File: src/rtl/regfile_pkg.sv
// Shared definitions for the register file and its busy-bit scoreboard.
package regfile_pkg;

   localparam int DEFAULT_DATA_WIDTH     = 32;
   localparam int DEFAULT_ADDR_WIDTH     = 5;
   localparam int DEFAULT_NUM_READ_PORTS = 2;

   // Index of the register that can be hardwired to zero
   localparam int ZERO_IDX = 0;

   // Busy_Count must hold 0..NUM_REGS, so it needs one bit more than an index
   function automatic int popcount_width(input int addr_width);
      return addr_width + 1;
   endfunction

endpackage

File: src/rtl/reg_scoreboard.sv
// Busy-bit scoreboard: tracks registers waiting for a writeback so decode can
// stall on RAW/WAW hazards. Flush beats issue, and issue beats writeback clear.
module reg_scoreboard
   import regfile_pkg::*;
#(
   parameter int ADDR_WIDTH = DEFAULT_ADDR_WIDTH,
   parameter int ZERO_REG   = 1
) (
   input  logic                                clk,
   input  logic                                rst,
   input  logic [ADDR_WIDTH-1:0]               issue_reg,
   input  logic                                sig_issue,
   input  logic                                flush,
   input  logic [ADDR_WIDTH-1:0]               write_reg,
   input  logic                                sig_reg_write,
   output logic [(2**ADDR_WIDTH)-1:0]          busy,
   output logic                                issue_ready,
   output logic [popcount_width(ADDR_WIDTH)-1:0] busy_count
);

   localparam int NUM_REGS = 2**ADDR_WIDTH;
   localparam int CW       = popcount_width(ADDR_WIDTH);

   logic [NUM_REGS-1:0] busy_q, busy_d;
   logic [CW-1:0]       count_q, count_d;
   logic                issue_is_zero;
   logic                accept;

   assign issue_is_zero = (ZERO_REG != 0) && (issue_reg == ADDR_WIDTH'(ZERO_IDX));
   assign issue_ready   = !busy_q[issue_reg] || issue_is_zero;
   assign accept        = sig_issue && issue_ready && !flush;

   // Next busy vector: writeback clear, then issue set, then flush wipes all
   always_comb begin
      busy_d = busy_q;
      if (sig_reg_write) begin
         busy_d[write_reg] = 1'b0;
      end
      if (accept && !issue_is_zero) begin
         busy_d[issue_reg] = 1'b1;
      end
      if (flush) begin
         busy_d = '0;
      end
   end

   // Population count of the next busy vector, so the count tracks the bits exactly
   always_comb begin
      count_d = '0;
      for (int i = 0; i < NUM_REGS; i++) begin
         count_d = count_d + CW'(busy_d[i]);
      end
   end

   // Busy bits and their count update together on the edge
   always_ff @(posedge clk or posedge rst) begin
      if (rst) begin
         busy_q  <= '0;
         count_q <= '0;
      end else begin
         busy_q  <= busy_d;
         count_q <= count_d;
      end
   end

   assign busy       = busy_q;
   assign busy_count = count_q;

endmodule

File: src/rtl/register_file_scoreboard.sv
// Register file with combinational read ports, write-to-read forwarding,
// optional hardwired zero register and an attached busy-bit scoreboard.
module register_file_scoreboard
   import regfile_pkg::*;
#(
   parameter int DATA_WIDTH     = DEFAULT_DATA_WIDTH,
   parameter int ADDR_WIDTH     = DEFAULT_ADDR_WIDTH,
   parameter int NUM_READ_PORTS = DEFAULT_NUM_READ_PORTS,
   parameter int ZERO_REG       = 1
) (
   input  logic                                   Clk,
   input  logic                                   Reset,
   input  logic [NUM_READ_PORTS*ADDR_WIDTH-1:0]   Read_Register,
   output logic [NUM_READ_PORTS*DATA_WIDTH-1:0]   Read_Data,
   output logic [NUM_READ_PORTS-1:0]              Read_Busy,
   input  logic [ADDR_WIDTH-1:0]                  Write_Register,
   input  logic [DATA_WIDTH-1:0]                  Write_Data,
   input  logic                                   Sig_Reg_Write,
   input  logic [ADDR_WIDTH-1:0]                  Issue_Register,
   input  logic                                   Sig_Issue,
   output logic                                   Issue_Ready,
   input  logic                                   Flush,
   output logic [popcount_width(ADDR_WIDTH)-1:0]  Busy_Count
);

   localparam int NUM_REGS = 2**ADDR_WIDTH;

   logic [DATA_WIDTH-1:0] regs_q [NUM_REGS];
   logic [DATA_WIDTH-1:0] regs_d [NUM_REGS];
   logic [NUM_REGS-1:0]   busy;
   logic                  writable;

   // Writes to the hardwired zero register are dropped everywhere, including forwarding
   assign writable = Sig_Reg_Write &&
                     !((ZERO_REG != 0) && (Write_Register == ADDR_WIDTH'(ZERO_IDX)));

   // Next storage contents: only the addressed register changes
   always_comb begin
      regs_d = regs_q;
      if (writable) begin
         regs_d[Write_Register] = Write_Data;
      end
   end

   // Storage array, cleared asynchronously
   always_ff @(posedge Clk or posedge Reset) begin
      if (Reset) begin
         regs_q <= '{default: '0};
      end else begin
         regs_q <= regs_d;
      end
   end

   // Each read port: zero register, then forwarded write data, then storage
   for (genvar p = 0; p < NUM_READ_PORTS; p++) begin : g_read
      logic [ADDR_WIDTH-1:0] idx;
      logic                  idx_zero;
      logic                  fwd_hit;

      assign idx      = Read_Register[p*ADDR_WIDTH +: ADDR_WIDTH];
      assign idx_zero = (ZERO_REG != 0) && (idx == ADDR_WIDTH'(ZERO_IDX));
      assign fwd_hit  = writable && (Write_Register == idx);

      assign Read_Data[p*DATA_WIDTH +: DATA_WIDTH] =
         idx_zero ? '0 : (fwd_hit ? Write_Data : regs_q[idx]);
      assign Read_Busy[p] = busy[idx] && !fwd_hit && !idx_zero;
   end

   reg_scoreboard #(
      .ADDR_WIDTH (ADDR_WIDTH),
      .ZERO_REG   (ZERO_REG)
   ) u_scoreboard (
      .clk           (Clk),
      .rst           (Reset),
      .issue_reg     (Issue_Register),
      .sig_issue     (Sig_Issue),
      .flush         (Flush),
      .write_reg     (Write_Register),
      .sig_reg_write (Sig_Reg_Write),
      .busy          (busy),
      .issue_ready   (Issue_Ready),
      .busy_count    (Busy_Count)
   );

endmodule

File: config.mk
export PLATFORM = sky130hd
export DESIGN_NAME = register_file_scoreboard
export DESIGN_NICKNAME = d
export VERILOG_FILES = /design/src/rtl/regfile_pkg.sv /design/src/rtl/reg_scoreboard.sv /design/src/rtl/register_file_scoreboard.sv
export SDC_FILE = /design/constraint.sdc
export NUM_CORES = 2
export LEC_CHECK = 0
export ABC_AREA = 1
export CAP_MARGIN = 0
export CORE_UTILIZATION = 50
export DETAILED_ROUTE_END_ITERATION = 16
export PLACE_DENSITY = 0.69
export SYNTH_ARGS = -nofsm -noshare
export SYNTH_HDL_FRONTEND = slang
export SYNTH_SLANG_ARGS = --single-unit
File: constraint.sdc
create_clock -name Clk -period 35 [get_ports Clk]
set_clock_uncertainty 0.15 [all_clocks]
set_input_delay 3.5 -clock Clk [delete_from_list [all_inputs] [get_ports Clk]]
set_output_delay 3.5 -clock Clk [all_outputs]
set_load 0.01 [all_outputs]
### Yosys cells after proc, flatten, opt, wreduce, memory -nomap -nowiden

Cells that the tools add are included.

| storage, ports and cells | value |
|---|---|
| word-level logic and storage cells | 135 |
| flip-flop bits (word level) | 1062 |
| bits of input ports | 57 |

| operators by class | value |
|---|---|
| mux-type cells | 26 |
| magnitude comparators | 10 |
| reductions and logical operators | 26 |
| bitwise operators | 6 |
| add/sub/neg operators | 31 |
| eq/ne operators | 2 |

Operators by type and width:

| operator | count |
|---|---|
| bitwise mux 1024 bit | 1 |
| 2-to-1 mux 32 bit | 12 |
| binary-select mux 32 bit (select 5 bit) | 2 |
| adder 6 x 1 -> 6 bit | 30 |
| demux 32 bit (select 5 bit) | 1 |
| AND 32 bit | 1 |
| NOT 32 bit | 1 |
| bitwise OR 32 bit | 1 |
| < comparator 5 x 6 -> 1 bit, second input constant | 4 |
| zero test 5 bit | 4 |
| greater-or-equal comparator 6 bit, second input constant | 3 |
| NOT 5 -> 6 bit | 3 |
| binary-select mux 1 bit (select 5 bit) | 3 |
| logical AND 1 bit | 13 |
| demux 1 bit (select 5 bit) | 2 |
| == test 5 bit | 2 |
| greater-or-equal comparator 5 x 1 -> 1 bit, second input constant | 2 |
| zero test 1 bit | 8 |
| < comparator 6 x 1 -> 1 bit, second input constant | 1 |
| 2-to-1 mux 1 bit | 5 |
| adder 1 x 1 -> 2 bit | 1 |
| logical OR 1 bit | 1 |

### Depth between registers and ports, before layout

| depth | value |
|---|---|
| depth in word-level cells | 41 |
| depth in mapped cells | 33 |
| depth with buffers taken out | 30 |

### By module

From an unflattened synthesis, not the netlist that was laid out.

| unflattened totals | value |
|---|---|
| cells, all modules | 8490 |
| area total of the unflattened synthesis | 61197.4 sq um |

By module, submodules not included:

| module | cells an instance | area each (sq um) | instances | seq. area each (sq um) |
|---|---|---|---|---|
| register_file_scoreboard | 7960 | 57527.7 | 1 | 25624.6 |
| reg_scoreboard | 530 | 3669.8 | 1 | 950.9 |

### Worst setup path after synthesis

OpenSTA, ideal clock, no wires.

| path | value |
|---|---|
| kind | input -> register |
| from | input Issue_Register[0] |
| to | register u_scoreboard.count_q[4] (netlist: u_scoreboard.busy_count[4]) |
| slack | 25894 ps |
| data arrival time | 8835 ps |
| setup time | 121 ps |
| cell stages on the path | 28 |
| path through | buf_4 > buf_2 > nand2_1 > nand2_1 > nand2_1 > nand2_1 > nand2_1 > nand2_1 > nor2_4 > nand3_4 > buf_2 > nand2_1 > nand2_1 > nor2_1 > ha_1 > inv_1 > fa_1 > fa_1 > fa_1 > fa_1 > fa_1 > inv_1 > fa_1 > fa_1 > inv_1 > fa_1 > o21a_1 > xor2_1 |

| between the ends | value |
|---|---|
| longest elaborated chain between the ends | 40 |
| elaborated cells on any way between the ends | 48 |
| those cells by class | add/sub (31); order compare (2); mux (6); bitwise (1); reduce/logical (8) |

RTL lines:

| what | RTL line | RTL |
|---|---|---|
| from (decl) | register_file_scoreboard.sv:19 | `input logic [ADDR_WIDTH-1:0] Issue_Register,` |
| branches (longest 7 deep; another with < comparator 5 x 6 -> 1 bit) | - |  |
| 2-to-1 mux 32 bit * | reg_scoreboard.sv:39 | `if (accept && !issue_is_zero) begin` |
| 2-to-1 mux 32 bit * | reg_scoreboard.sv:42 | `if (flush) begin` |
| named net u_scoreboard.busy_d[1] | reg_scoreboard.sv:24 | `logic [NUM_REGS-1:0] busy_q, busy_d;` |
| adder 1 x 1 -> 2 bit * | reg_scoreboard.sv:51 | `count_d = count_d + CW'(busy_d[i]);` |
| adder 6 x 1 -> 6 bit * (30 in series) | reg_scoreboard.sv:51 |  |
| named net u_scoreboard.count_d[4] | reg_scoreboard.sv:25 | `logic [CW-1:0] count_q, count_d;` |
| to (signal assigned) | reg_scoreboard.sv:62 | `count_q <= count_d;` |
| to (decl) | reg_scoreboard.sv:25 |  |

Mark *: on every way through the listed nets, which the timed path passes. The select of a mux whose other input is x is not followed.
A chain may end at the register's enable or synchronous reset.

### Worst setup path after layout

| path | value |
|---|---|
| from | input Read_Register[0] |
| to | output Read_Data[18] |

| between the ends | value |
|---|---|
| longest elaborated chain between the ends | 6 |
| elaborated cells on any way between the ends | 9 |
| those cells by class | eq/ne (1); mux (5); bitwise (1); reduce/logical (2) |

RTL lines:

| what | RTL line | RTL |
|---|---|---|
| from (decl) | register_file_scoreboard.sv:13 | `input logic [NUM_READ_PORTS*ADDR_WIDTH-1:0] Read_Register,` |
| NOT 5 -> 6 bit (implied by the code) | register_file_scoreboard.sv:65 | `idx_zero ? '0 : (fwd_hit ? Write_Data : regs_q[idx]);` |
| binary-select mux 32 bit (select 5 bit) | register_file_scoreboard.sv:65 |  |
| 2-to-1 mux 32 bit (implied by the code) (2 in series) | register_file_scoreboard.sv:65 |  |
| 2-to-1 mux 32 bit | register_file_scoreboard.sv:65 |  |
| 2-to-1 mux 32 bit * | register_file_scoreboard.sv:65 |  |
| to (decl) | register_file_scoreboard.sv:14 | `output logic [NUM_READ_PORTS*DATA_WIDTH-1:0] Read_Data,` |

Mark *: on every way between the ends. The rest lies on a longest branch, timed or not. The select of a mux whose other input is x is not followed.

==> insert_results.sql <==
INSERT INTO impl_metrics (metric_group, metric, value, unit) VALUES
('outcome', 'outcome', 'finished, final reports clean', ''),
('die', 'io_pins', '130', ''),
('cts', 'postCtsHoldBufs', '0', ''),
('yosys', 'synth_area', '0.0604', 'mm2'),
('die', 'die_height', '349', 'um'),
('power_and_ir_drop', 'cellLeakagePower', '28.9', 'nW'),
('setup_path', 'endpoint_kind', 'output pin', ''),
('setup_path', 'r2r_setup_slack', '28.09', 'ns'),
('yosys', 'synth_enable_flop_cells', '0', ''),
('detailed_routing', 'drcViolationCount', '0', ''),
('finish', 'design_area', '0.0651', 'mm2'),
('sta', 'rel_slew_slack', '11.3', '%'),
('finish', 'fillcell_total', '11400', ''),
('sta', 'timing_hold_violations_final', '0', ''),
('cts', 'cts_post_setup_buffers_inserted', '0', ''),
('setup_path', 'worst-endpoint-required', '31.35', 'ns'),
('yosys', 'synth-seq-cells', '1062', ''),
('place', 'gpl.final_weighted_congestion', '0.906', ''),
('place', 'placement.cell_area', '0.0612', 'mm2'),
('die', 'design.core.area', '0.120', 'mm2'),
('sta', 'setup_viol', '0', ''),
('yosys', 'synth_xor_area_share', '0.131', '%'),
('yosys', 'synthDominantAreaCellType', 'dfrtp_1', ''),
('finish', 'drive_gt1_share', '4.53', '%'),
('yosys', 'synth_adder_area_share', '0.962', '%'),
('setup_path', 'timing.reg2reg.worst_path_depth', '25', ''),
('cts', 'post_cts_resize_count', '0', ''),
('grt', 'grt_use_total', '34.0', '%'),
('cts', 'tritoncts_clock_tree', 'done', ''),
('yosys', 'seq_area_frac_synth', '44.0', '%'),
('die', 'floorplan.die.width', '349', 'um'),
('sta', 'worst_slew_pin_tran', '1.33', 'ns'),
('detailed_routing', 'via_per_inst', '6.19', ''),
('yosys', 'syn-num-nets', '8352', ''),
('power_and_ir_drop', 'ir_drop', '0.0481', 'mV'),
('detailed_routing', 'routed_length_per_instance', '22.3', 'um'),
('sta', 'final_min_period_over_clock_period', '33.8', '%'),
('hold_path', 'worstHoldPathCells', '0', ''),
('setup_path', 'type_of_the_worst_setup_path', 'in -> out', ''),
('run', 'count_of_max_cap_constraint_violations', '0', ''),
('grt', 'pin_count_of_the_biggest_net_entering_global_routing', '132', ''),
('sta', 'whs', '0.239', 'ns'),
('grt', 'grt_antenna_before_repair', '4', ''),
('cts', 'cts.path.max_buffers', '3', ''),
('detailed_routing', 'drtIter0Drc', '8066', ''),
('yosys', 'mux_cell_area_share_after_synthesis', '0', '%'),
('sta', 'grt_setup_unrepaired', 'false', ''),
('place', 'numPortBuffers', '129', ''),
('grt', 'wire_length_of_the_first_global_routing_pass', '322000', 'um'),
('cts', 'clock_tree.root_cell', 'clkbuf_16', ''),
('sta', 'report.final.slew_viol_count', '0', ''),
('detailed_routing', 'vias', '58800', ''),
('detailed_routing', 'number_of_nets_with_antenna_violations_after_routing', '0', ''),
('sta', 'finalCriticalPeriod', '11.82', 'ns'),
('detailed_routing', 'drt_wl_total', '212000', 'um'),
('power_and_ir_drop', 'power', '3.66', 'mW'),
('place', 'dpl.hpwl', '112000', 'um'),
('yosys', 'yosys.cell_types.count', '34', ''),
('yosys', 'dominant_combinational_cell_family_by_area_after_synthesis', 'compound AO/OA/AOI/OAI gates', ''),
('yosys', 'syn_area_per_cell', '7.30', 'um2'),
('cts', 'clk_pin_slew', '0.06', 'ns'),
('grt', 'via_count_of_the_first_global_routing_pass', '53900', ''),
('yosys', 'synth_compound_area_share', '23.7', '%'),
('yosys', 'synth_most_common_cell', 'nand2_1', ''),
('yosys', 'synth_top_flop_cell', 'dfrtp_1', ''),
('cts', 'clkLatencyLatePin', '0.74', 'ns'),
('yosys', 'synth_commonest_cells', 'nand2_1 (1774), o21ai_0 (1488), dfrtp_1 (1062)', ''),
('yosys', 'synth-simple-area-share', '21.4', '%'),
('die', 'floorplan.rows', '127', ''),
('sta', 'clock.fmax', '84.6', 'MHz'),
('yosys', 'yosysWarningCount', '0', '');
[stage by stage]
| stage | setup slack (ns) | cells | util, % |
|---|---|---|---|
| 4_1_cts | 23.41 | 9494 | 54.3 |
| 3_5_place_dp | 23.41 | 9282 | 51.1 |
| 2_1_floorplan | 1.46 | 8263 | - |
| 6_report | 23.18 | 9496 | 54.3 |
| 3_3_place_gp | 23.48 | 9282 | 51.1 |
| 5_1_grt | 23.01 | 9494 | 54.3 |
[final cells by class]
| cell class | instances | area (um2) | area share, % |
|---|---|---|---|
| inverters | 660 | 2500 | 3.85 |
| clock buffers | 171 | 3400 | 5.22 |
| multi-input cells | 5716 | 28000 | 43.0 |
| well taps | 1612 | 2020 | 3.10 |
| diodes | 2 | 5.00 | 0.00769 |
| flip-flops and latches | 1062 | 26600 | 40.8 |
| repair buffers | 232 | 2070 | 3.18 |
| clock inverters | 41 | 499 | 0.767 |
[routing by layer]
layer	global-route usage, %	vias up	wire length [um]	share of wire [%]
li1	-	26900	-	-
met1	46.8	27900	85400	40
met2	51.8	3507	92100	43
met3	7.03	597	24300	11
met4	15.0	4	9910	4.7
met5	0	-	25	0.012
[layout by cell type (no fill, tap or decap), types with 5 or more instances in the layout]
cell	count
a21oi_1	638
inv_2	22
clkinv_2	20
ha_1	8
nor2_1	193
nand4_1	35
inv_1	631
nor2_4	13
dfrtp_1	1062
fa_1	24
o21ai_0	1488
clkinvlp_4	7
nand2_2	5
clkbuf_1	27
o21ai_1	26
bufinv_16	8
clkbuf_16	117
nor3_1	8
inv_6	5
o21a_1	9
clkdlybuf4s50_1	119
xor2_1	5
clkbuf_8	27
nand2_4	6
o211ai_1	456
nand2_1	1764
buf_4	105
nand3_1	1021
[logic make-up (layout without fill, tap and decap cells)]
kind of cell             Yosys count  in the layout
adder cells (fa/ha/maj)           32             32
XOR/XNOR                           9              9
flip-flops                      1062           1062
other                              0              2
AND/OR/NAND/NOR                 3051           3051
buffers and inverters           1485           1104
AO/OA/AOI/OAI                   2624           2624
[worst max-delay path, cell delays in order]
cell and delay, ns:
buf_8 0.43, buf_4 0.89, buf_4 0.90, buf_4 0.80
o211ai_1 0.22, nand3_1 0.13, nand3_1 0.10, nand3_1 0.18
nand3_1 0.13, nand2_1 0.12, clkdlybuf4s50_1 0.53
[state kept, by name, summed over array words and instances, names as in the netlist]
register,count
u_scoreboard.busy_count,6
regs_q,1024
u_scoreboard.busy,32
[final timing paths]
path | startpoint | to
setup / recovery | Read_Register[0] | Read_Data[18]
hold / removal | regs_q[993] | regs_q[993]
setup reg to reg | u_scoreboard.busy[10] | u_scoreboard.busy_count[4]
hold reg to reg | regs_q[993] | regs_q[993]
max in group asynchronous | Reset | regs_q[952]
min in group asynchronous | Reset | regs_q[620]
[power by group]
group / internal [mW] / switching (mW) / leakage [nW]
sequential: 1.47 / 0.136 / 13.3
combinational: 0.284 / 0.505 / 13.8
clock: 0.730 / 0.535 / 1.91
total: 2.48 / 1.18 / 28.9
(Power assumes the default switching activity.)
